==> src/rtl/wordle_engine.sv <==
// Wordle scoring engine: collects a guess letter by letter, scores it against a
// latched target (greens first, then yellows with per-letter accounting), tracks win/lose.
module wordle_engine #(
  parameter int WORD_LEN    = 5,
  parameter int MAX_GUESSES = 6
) (
  input  logic                    Clk,
  input  logic                    reset_n,
  input  logic                    start,
  input  logic [8*WORD_LEN-1:0]   target_word,
  input  logic                    letter_valid,
  input  logic [7:0]              letter,
  input  logic                    backspace,
  input  logic                    submit,
  input  logic                    ack,
  output logic [8*WORD_LEN-1:0]   guess_word,
  output logic [3:0]              letter_count,
  output logic [3:0]              guess_num,
  output logic [2*WORD_LEN-1:0]   score,
  output logic                    score_valid,
  output logic                    entry_err,
  output logic                    busy,
  output logic                    win,
  output logic                    lose,
  output logic [2:0]              state_dbg
);

  // Handshake: every input is a single-cycle strobe sampled on the rising edge;
  // entry inputs only act in ENTRY, and while busy is high they are dropped silently.

  localparam logic [3:0] LEN  = 4'(WORD_LEN);
  localparam logic [3:0] LAST = 4'(WORD_LEN - 1);
  localparam logic [3:0] GMAX = 4'(MAX_GUESSES);

  localparam logic [1:0] GRAY   = 2'b00;
  localparam logic [1:0] YELLOW = 2'b01;
  localparam logic [1:0] GREEN  = 2'b10;

  typedef enum logic [2:0] {
    IDLE    = 3'd0,
    ENTRY   = 3'd1,
    SCORE_G = 3'd2,
    SCORE_Y = 3'd3,
    REPORT  = 3'd4,
    DONE    = 3'd5
  } state_t;

  state_t state_q, state_d;

  logic [7:0]          target_q [WORD_LEN];
  logic [7:0]          guess_q  [WORD_LEN];
  logic [1:0]          score_q  [WORD_LEN];
  logic [WORD_LEN-1:0] used_q;
  logic [3:0]          count_q, gnum_q, idx_i, idx_j;
  logic                win_q, lose_q, err_q;

  logic [7:0] g_i, t_i, t_j;
  logic [1:0] s_i;
  logic       u_j, all_green, is_upper;
  logic       do_start, do_write, do_back, do_err, do_accept, do_next;
  logic       set_win, set_lose, do_ack;

  // Per-index operand selection for the scoring scan
  always_comb begin
    g_i       = 8'h00;
    t_i       = 8'h00;
    t_j       = 8'h00;
    s_i       = GRAY;
    u_j       = 1'b0;
    all_green = 1'b1;
    for (int p = 0; p < WORD_LEN; p++) begin
      if (idx_i == 4'(p)) begin
        g_i = guess_q[p];
        t_i = target_q[p];
        s_i = score_q[p];
      end
      if (idx_j == 4'(p)) begin
        t_j = target_q[p];
        u_j = used_q[p];
      end
      if (score_q[p] != GREEN) all_green = 1'b0;
    end
  end

  assign is_upper = (letter >= 8'h41) && (letter <= 8'h5A);

  always_ff @(posedge Clk or negedge reset_n) begin
    if (!reset_n) state_q <= IDLE;
    else          state_q <= state_d;
  end

  always_comb begin
    state_d   = state_q;
    do_start  = 1'b0;
    do_write  = 1'b0;
    do_back   = 1'b0;
    do_err    = 1'b0;
    do_accept = 1'b0;
    do_next   = 1'b0;
    set_win   = 1'b0;
    set_lose  = 1'b0;
    do_ack    = 1'b0;
    case (state_q)
      IDLE: begin
        if (start) begin
          state_d  = ENTRY;
          do_start = 1'b1;
        end
      end
      ENTRY: begin
        if (submit) begin
          if (count_q == LEN) begin
            state_d   = SCORE_G;
            do_accept = 1'b1;
          end else begin
            do_err = 1'b1;
          end
        end else if (backspace) begin
          do_back = (count_q != 4'd0);
        end else if (letter_valid) begin
          if (is_upper && (count_q < LEN)) do_write = 1'b1;
          else                             do_err   = 1'b1;
        end
      end
      SCORE_G: begin
        if (idx_i == LAST) state_d = SCORE_Y;
      end
      SCORE_Y: begin
        if ((idx_i == LAST) && (idx_j == LAST)) state_d = REPORT;
      end
      REPORT: begin
        if (all_green) begin
          state_d = DONE;
          set_win = 1'b1;
        end else if (gnum_q == GMAX) begin
          state_d  = DONE;
          set_lose = 1'b1;
        end else begin
          state_d = ENTRY;
          do_next = 1'b1;
        end
      end
      DONE: begin
        if (ack) begin
          state_d = IDLE;
          do_ack  = 1'b1;
        end
      end
      default: state_d = IDLE;
    endcase
  end

  always_ff @(posedge Clk or negedge reset_n) begin
    if (!reset_n) begin
      for (int p = 0; p < WORD_LEN; p++) begin
        target_q[p] <= 8'h00;
        guess_q[p]  <= 8'h00;
        score_q[p]  <= GRAY;
      end
      used_q  <= '0;
      count_q <= 4'd0;
      gnum_q  <= 4'd0;
      idx_i   <= 4'd0;
      idx_j   <= 4'd0;
      win_q   <= 1'b0;
      lose_q  <= 1'b0;
      err_q   <= 1'b0;
    end else begin
      err_q <= do_err;

      if (do_start) begin
        for (int p = 0; p < WORD_LEN; p++) begin
          target_q[p] <= target_word[8*(WORD_LEN-1-p) +: 8];
          guess_q[p]  <= 8'h00;
          score_q[p]  <= GRAY;
        end
        count_q <= 4'd0;
        gnum_q  <= 4'd1;
        win_q   <= 1'b0;
        lose_q  <= 1'b0;
      end

      if (do_write) begin
        for (int p = 0; p < WORD_LEN; p++)
          if (count_q == 4'(p)) guess_q[p] <= letter;
        count_q <= count_q + 4'd1;
      end

      if (do_back) begin
        for (int p = 0; p < WORD_LEN; p++)
          if (count_q == 4'(p + 1)) guess_q[p] <= 8'h00;
        count_q <= count_q - 4'd1;
      end

      // Every position starts gray with no target letter consumed
      if (do_accept) begin
        for (int p = 0; p < WORD_LEN; p++) score_q[p] <= GRAY;
        used_q <= '0;
        idx_i  <= 4'd0;
        idx_j  <= 4'd0;
      end

      if (state_q == SCORE_G) begin
        if (g_i == t_i) begin
          for (int p = 0; p < WORD_LEN; p++)
            if (idx_i == 4'(p)) begin
              score_q[p] <= GREEN;
              used_q[p]  <= 1'b1;
            end
        end
        idx_i <= (idx_i == LAST) ? 4'd0 : idx_i + 4'd1;
      end

      // Consuming target letters via used_q caps yellows of a repeated letter
      if (state_q == SCORE_Y) begin
        if ((s_i == GRAY) && !u_j && (g_i == t_j)) begin
          for (int p = 0; p < WORD_LEN; p++) begin
            if (idx_i == 4'(p)) score_q[p] <= YELLOW;
            if (idx_j == 4'(p)) used_q[p]  <= 1'b1;
          end
        end
        if (idx_j == LAST) begin
          idx_j <= 4'd0;
          idx_i <= (idx_i == LAST) ? 4'd0 : idx_i + 4'd1;
        end else begin
          idx_j <= idx_j + 4'd1;
        end
      end

      if (do_next) begin
        for (int p = 0; p < WORD_LEN; p++) guess_q[p] <= 8'h00;
        count_q <= 4'd0;
        gnum_q  <= gnum_q + 4'd1;
      end

      if (set_win)  win_q  <= 1'b1;
      if (set_lose) lose_q <= 1'b1;

      if (do_ack) begin
        win_q  <= 1'b0;
        lose_q <= 1'b0;
        gnum_q <= 4'd0;
      end
    end
  end

  always_comb begin
    guess_word = '0;
    score      = '0;
    for (int p = 0; p < WORD_LEN; p++) begin
      guess_word[8*(WORD_LEN-1-p) +: 8] = guess_q[p];
      score[2*(WORD_LEN-1-p) +: 2]      = score_q[p];
    end
  end

  assign letter_count = count_q;
  assign guess_num    = gnum_q;
  assign score_valid  = (state_q == REPORT);
  assign busy         = (state_q == SCORE_G) || (state_q == SCORE_Y) || (state_q == REPORT);
  assign entry_err    = err_q;
  assign win          = win_q;
  assign lose         = lose_q;
  assign state_dbg    = state_q;

endmodule

==> config.mk <==
export PLATFORM = sky130hd
export DESIGN_NAME = wordle_engine
export DESIGN_NICKNAME = d
export VERILOG_FILES = /design/src/rtl/wordle_engine.sv
export SDC_FILE = /design/constraint.sdc
export NUM_CORES = 1
export LEC_CHECK = 0
export CAP_MARGIN = 0
export CORE_ASPECT_RATIO = 2
export CORE_MARGIN = 2
export CORE_UTILIZATION = 35
export DETAILED_ROUTE_END_ITERATION = 6
export SYNTH_ARGS = -nofsm -noshare
export SYNTH_HDL_FRONTEND = slang
export SYNTH_SLANG_ARGS = --single-unit
==> constraint.sdc <==
create_clock -name Clk -period 6.6 [get_ports Clk]
set_input_delay 1.65 -clock Clk [delete_from_list [all_inputs] [get_ports Clk]]
set_output_delay 1.65 -clock Clk [all_outputs]
set_load 0.005 [all_outputs]
==> run_results.csv, run 1 <==
group,metric,value,unit
status,status,"completed",
logic_synthesis,avgSynthCellArea,8.51,µm²
route,route.met3.wl,939,µm
sta,fin_tns_setup,0,ps
sta,rsz0062_at_grt,"false",
logic_synthesis,muxShareOfSynthArea,0.620,%
layout,layout_commonest_cell,"nand2_1",
logic_synthesis,ys_seq_area_share,44.0,%
layout,drive_gt1_share,6.52,%
logic_synthesis,synth_cell_types,62,
sta,finalSetupViolCount,0,
critical_path,start_kind,"flip-flop",
layout,nets,946,
logic_synthesis,yosysWarnings,0,
critical_path,arrival,4460,ps
route,wl_met1,7910,µm
grt,grtUsageTotal,22.6,%
clock_network,h-tree-depth,4,
route,top_layer,"met4",
grt,antenna_found_initial,0,
logic_synthesis,synth-edff-count,0,
layout,final_cell_mix,"168 x nand2_1, 119 x clkdlybuf4s50_1, 117 x dfrtp_1",
logic_synthesis,mappedNetlistArea,6660,µm²
logic_synthesis,async_reset_ff_share,100,%
floorplanning,fp.dieH,199,µm
floorplanning,rows,71,
logic_synthesis,synthTopCellsByArea,"dfrtp_1 44%, nand2_1 9.5%, a21oi_1 6.2%",
clock_network,cts_resized,0,
critical_path,critPathRequiredTime,6910,ps
layout,n_antenna_cell,0,
clock_network,holdBufCountCts,0,
floorplanning,die_area,20200,µm²
power,total_leakage_power,3.67,nW
logic_synthesis,synth-seq-cells,117,
place,portBuffers,120,
layout,final_util,46.3,%
grt,grt_max_degree,77,
logic_synthesis,syn_inst,782,
route,ant_nets,0,
layout,multi_input_area,3420,µm²
critical_path,crit_slowest_cell,"nand3_1",
place,place_ws,2360,ps
route,first_pass_iters,5,
layout,regArea,2930,µm²
sta,fin_skew,10.3,ps
job,cap_viol_max_count,0,
layout,fillerInstances,1844,
route,avgViaCountPerCell,5.50,
place,dp_hpwl,16000,µm
layout,syn_to_final_growth,30.3,%
route,dr_wl_met2,11800,µm
critical_path,worstSetupPathType,"reg -> reg",
sta,hold_viol,0,
sta,period_minus_slack,4150,ps
route,wirelength,21800,µm
clock_network,clk_pin_slew,50,ps
sta,tightest_slew,990,ps
clock_network,cts_buffers,17,
hold_path,min_path_type,"reg -> reg",
sta,clock.fmax,241,MHz
logic_synthesis,yosys.area.top_type,"dfrtp_1",
critical_path,cp_max_fo,22,
sta,slew_headroom,34.0,%
route,drtIter0Drc,394,
logic_synthesis,synth_nets,851,
grt,grt_pass1_wl,34500,µm
clock_network,clock-root-buffer,"clkbuf_16",
logic_synthesis,synthXorXnorAreaFrac,1.71,%
clock_network,postCtsSetupRepairBufs,0,
route,avgRoutedWirePerCell,19.0,µm
route,drc,0,
critical_path,worstPathCellList,"inv_1, ha_1, nand3_1, o22ai_1, o21ai_0, a2111oi_4, nand3_1, a32o_1",
clock_network,clk_latency,430,ps
grt,grt_pass1_vias,6366,
critical_path,cpPeakStageDelay,770,ps
logic_synthesis,synthSimpleGateAreaFrac,26.0,%
grt,gr-total-overflow,0,
power,power.density,273,nW/µm²
floorplanning,initial_core_util,35.5,%
power,max-vdd-ir-drop,0.000144,V
logic_synthesis,synth_top_family_by_area,"simple AND/OR/NAND/NOR gates",
route,vias,6293,
critical_path,crit_top_cell,"nand3_1",
sta,setup_ws,2450,ps
logic_synthesis,synthAdderAreaFrac,2.63,%
sta,final.period_utilization,62.9,%
place,gp_congestion,0.870,
clock_network,cts_tree,"built",
floorplanning,io_pins,121,
floorplanning,die_x,102,µm
logic_synthesis,synth_top_area_share,44.0,%
floorplanning,core,18700,µm²
logic_synthesis,synth_compound_area_share,20.2,%
sta,slew_viol_final,0,
logic_synthesis,ys.flop_type,"dfrtp_1",
clock_network,clockBufferDepth,2,
clock_network,clock-sinks,117,
critical_path,end_kind,"flip-flop",
## per-layer routing
layer  global-route usage [%]  vias to the layer above
met4                     13.3                        0
met5                        0                        -
met1                     24.2                     3037
met3                     3.72                       66
li1                         -                     2986
met2                     40.5                      204
## critical path: cells and delay by family (launching register included)
| kind | cells | cell delay (ps) |
|---|---|---|
| buffers and inverters | 1 | 110 |
| AO/OA/AOI/OAI | 4 | 1810 |
| adder cells (fa/ha/maj) | 1 | 710 |
| flip-flops | 1 | 430 |
| AND/OR/NAND/NOR | 2 | 970 |
## logic make-up after synthesis
group	count (synthesis)
and+or+nand+nor	347
DFF	117
muxes	4
AOI/OAI and AO/OA	206
xor gates and xnor gates	13
adders and majority gates	14
buffers and inverters	81
## through the flow
stage	cells	hold WS [ps]	power, W	instance area [µm²]
final	1145	503	0.00236	8670
after global routing	1145	522	0.00248	8670
after CTS	1145	507	0.00238	8670
after global placement	1113	492	0.00137	8030
after detailed placement	1113	496	0.00137	8030
after floorplan	782	467	0.00118	6660
## Yosys cell counts (all sizes together), types with 2 or more instances
master,instances
nor4,6
nand2b,4
o2bb2ai,2
o31ai,4
a21oi,83
a2bb2oi,5
nand2,168
o22ai,15
a22oi,7
nor3,10
nor2b,5
nand3,40
clkbuf,40
or2,4
nor4b,8
a221o,10
a21o,10
or3,4
dfrtp,117
xnor2,7
and3,16
a211oi,4
and3b,2
buf,12
nand4,2
nor2,32
a221oi,18
nor3b,2
o21ai,35
a32o,3
nand3b,34
mux2i,3
ha,14
inv,29
o41ai,2
or4,4
xor2,6
and2,3
## report_power, final
group | internal, W | switching [W]
Combinational | 0.000143 | 0.000253
Clock | 0.000660 | 0.000345
Sequential | 0.000849 | 0.000115
Total | 0.00165 | 0.000713
## registers in the layout, summed over array words and instances (netlist names), 3 cells and up
register      count
used_q            5
idx_j             4
score            10
guess_word       40
target_q         40
guess_num         4
letter_count      4
state_dbg         3
idx_i             4
## final timing paths
| path | start | end | slack, ps | cells past startpoint |
|---|---|---|---|---|
| min | guess_num[3] | guess_num[3] | 500 | 1 |
| max | idx_i[0] | score[4] | 2450 | 8 |
| max in group asynchronous | reset_n | score[7] | 4070 | 2 |
| min reg2reg | guess_num[3] | guess_num[3] | 500 | 1 |
| min in group asynchronous | reset_n | guess_word[29] | 1390 | 1 |
| max reg2reg | idx_i[0] | score[4] | 2450 | 8 |
## cell type report
type	count	area share [%]
clock buffer	20	5.38
sequential	117	33.8
timing repair buffer	128	14.5
inverter	29	1.26
clock inverter	12	2.03
multi-input combinational	584	39.4
tap	255	3.68
Power figures use the tool's default switching activity.
==> run 2, diff against run 1 <==
==> constraint.sdc (replaced) <==
create_clock -name Clk -period 3.8 [get_ports Clk]
set_input_delay 0.95 -clock Clk [delete_from_list [all_inputs] [get_ports Clk]]
set_output_delay 0.95 -clock Clk [all_outputs]
set_load 0.005 [all_outputs]
==> run_results.csv, run 2 (synthesized netlist as in run 1, its figures left out) <==
group,metric,value,unit
sta,rsz0062_at_grt,"false",
clock_network,clock-sinks,117,
grt,grt_max_degree,118,
sta,whs,510,ps
clock_network,clk_pin_slew,50,ps
route,avgRoutedWirePerCell,19.2,µm
sta,fin_skew,9.39,ps
layout,drive_gt1_share,8.65,%
route,vias,6352,
power,max-vdd-ir-drop,0.000256,V
power,pwr-share-clk,43.8,%
critical_path,start_kind,"flip-flop",
layout,nets,969,
grt,grt_pass1_vias,6518,
clock_network,postCtsSetupRepairBufs,0,
floorplanning,core,18700,µm²
sta,hold_viol,0,
critical_path,arrival,3660,ps
clock_network,clk_latency,430,ps
critical_path,worstPathCellList,"inv_1, ha_1, a21oi_1, a221oi_1, o22ai_1, xor2_1, or4_4, nor3_4, a22oi_1",
route,avgViaCountPerCell,5.44,
floorplanning,rows,71,
hold_path,min_path_type,"reg -> reg",
grt,grt_pass1_wl,35000,µm
power,power.density,474,nW/µm²
power,pwr-share-seq,40.7,%
power,total_leakage_power,3.83,nW
power,sw_frac_of_total,29.1,%
sta,clock.fmax,295,MHz
grt,antenna_found_initial,0,
sta,setup_ws,406,ps
grt,grtUsageTotal,23.0,%
place,place_ws,455,ps
layout,n_antenna_cell,0,
critical_path,crit_slowest_cell,"ha_1",
route,drc,0,
clock_network,clockBufferDepth,2,
critical_path,worstSetupPathType,"reg -> reg",
power,p_sw,0.00123,W
clock_network,cts_resized,0,
clock_network,cts_buffers,17,
place,portBuffers,120,
power,p_int,0.00299,W
power,combinationalPowerShare,15.5,%
critical_path,cp_max_fo,19,
floorplanning,die_area,20200,µm²
route,drtIter0Drc,385,
sta,tightest_slew,780,ps
route,wirelength,22500,µm
clock_network,cts_tree,"built",
layout,layout_commonest_cell,"nand2_1",
layout,syn_to_final_growth,33.8,%
sta,finalSetupViolCount,0,
place,gp_congestion,0.914,
clock_network,h-tree-depth,4,
route,ant_nets,0,
sta,slew_viol_final,0,
grt,gr-total-overflow,0,
sta,fin_tns_setup,0,ps
sta,period_minus_slack,3390,ps
route,first_pass_iters,5,
layout,final_cell_mix,"168 x nand2_1, 119 x clkdlybuf4s50_1, 117 x dfrtp_1",
floorplanning,io_pins,121,
critical_path,end_kind,"flip-flop",
critical_path,critPathRequiredTime,4070,ps
floorplanning,fp.dieH,199,µm
clock_network,clock-root-buffer,"clkbuf_16",
status,status,"completed",
critical_path,worst-path-buf-inv,1,
job,cap_viol_max_count,0,
critical_path,cpPeakStageDelay,590,ps
critical_path,cp_top_family,"compound AO/OA/AOI/OAI gates",
floorplanning,die_x,102,µm
sta,slew_headroom,47.3,%
floorplanning,initial_core_util,35.5,%
place,dp_hpwl,16700,µm
clock_network,holdBufCountCts,0,
sta,final.period_utilization,89.3,%
==> run 2: changes by cell type in the layout (fill, tap and decap cells not counted) <==
cell | before | now
clkinvlp_4 | 5 | 0
buf_4 | 9 | 30
clkbuf_8 | 3 | 6
buf_12 | 0 | 2
clkbuf_1 | 0 | 2
clkinv_2 | 2 | 1
bufinv_16 | 4 | 5
==> run 2: through the flow <==
step | utilization (%) | instances | total power [W] | area (µm²)
floorplan | - | 782 | 0.00204 | 6660
global placement | 43.9 | 1136 | 0.00238 | 8230
detailed placement | 43.9 | 1136 | 0.00239 | 8230
CTS | 47.5 | 1168 | 0.00425 | 8910
global route | 47.5 | 1168 | 0.00443 | 8910
finish | 47.5 | 1168 | 0.00422 | 8910
==> run 2: worst register-to-register path, delay by kind of cell, from the launching register on <==
kind / cells / cell delay [ps]
adders and majority gates: 1 / 590
DFF: 1 / 420
AOI/OAI and AO/OA: 4 / 990
buffers and inverters: 1 / 120
and+or+nand+nor: 2 / 960
xor gates and xnor gates: 1 / 180
==> run 2: worst paths after layout <==
kind | from | slack (ps) | cells after the start | end
worst max register to register | idx_j[1] | 410 | 9 | score[5]
max in group asynchronous | reset_n | 2690 | 2 | score[1]
min in group asynchronous | reset_n | 600 | 2 | guess_word[31]
worst min register to register | guess_num[3] | 510 | 1 | guess_num[3]
worst max-delay path | idx_j[1] | 410 | 9 | score[5]
worst min-delay path | guess_num[3] | 510 | 1 | guess_num[3]
==> run 2: layout make-up <==
type	instances	area (µm²)
clock inverters	7	164
clock buffers	25	515
fillers	1838	9840
multi-input cells	584	3420
inverters	29	109
repair buffers	151	1460
flip-flops and latches	117	2930
well taps	255	319
==> run 2: power by group through the flow <==
stage | logic, W | clock network (W) | registers, W
finish | 0.000655 | 0.00185 | 0.00172
CTS | 0.000668 | 0.00187 | 0.00171
global route | 0.000758 | 0.00192 | 0.00175
detailed placement | 0.000668 | 0 | 0.00172
floorplan | 0.000428 | 0 | 0.00161
global placement | 0.000654 | 0 | 0.00173
==> run 2: routing by layer <==
metal  up-vias  GRT usage [%]  wire (µm)
li1       3030              -          -
met1      3075           24.0       8300
met2       195           42.4      12400
met3        52           4.11        786
met4         0           12.1       1030
met5         -              0          0
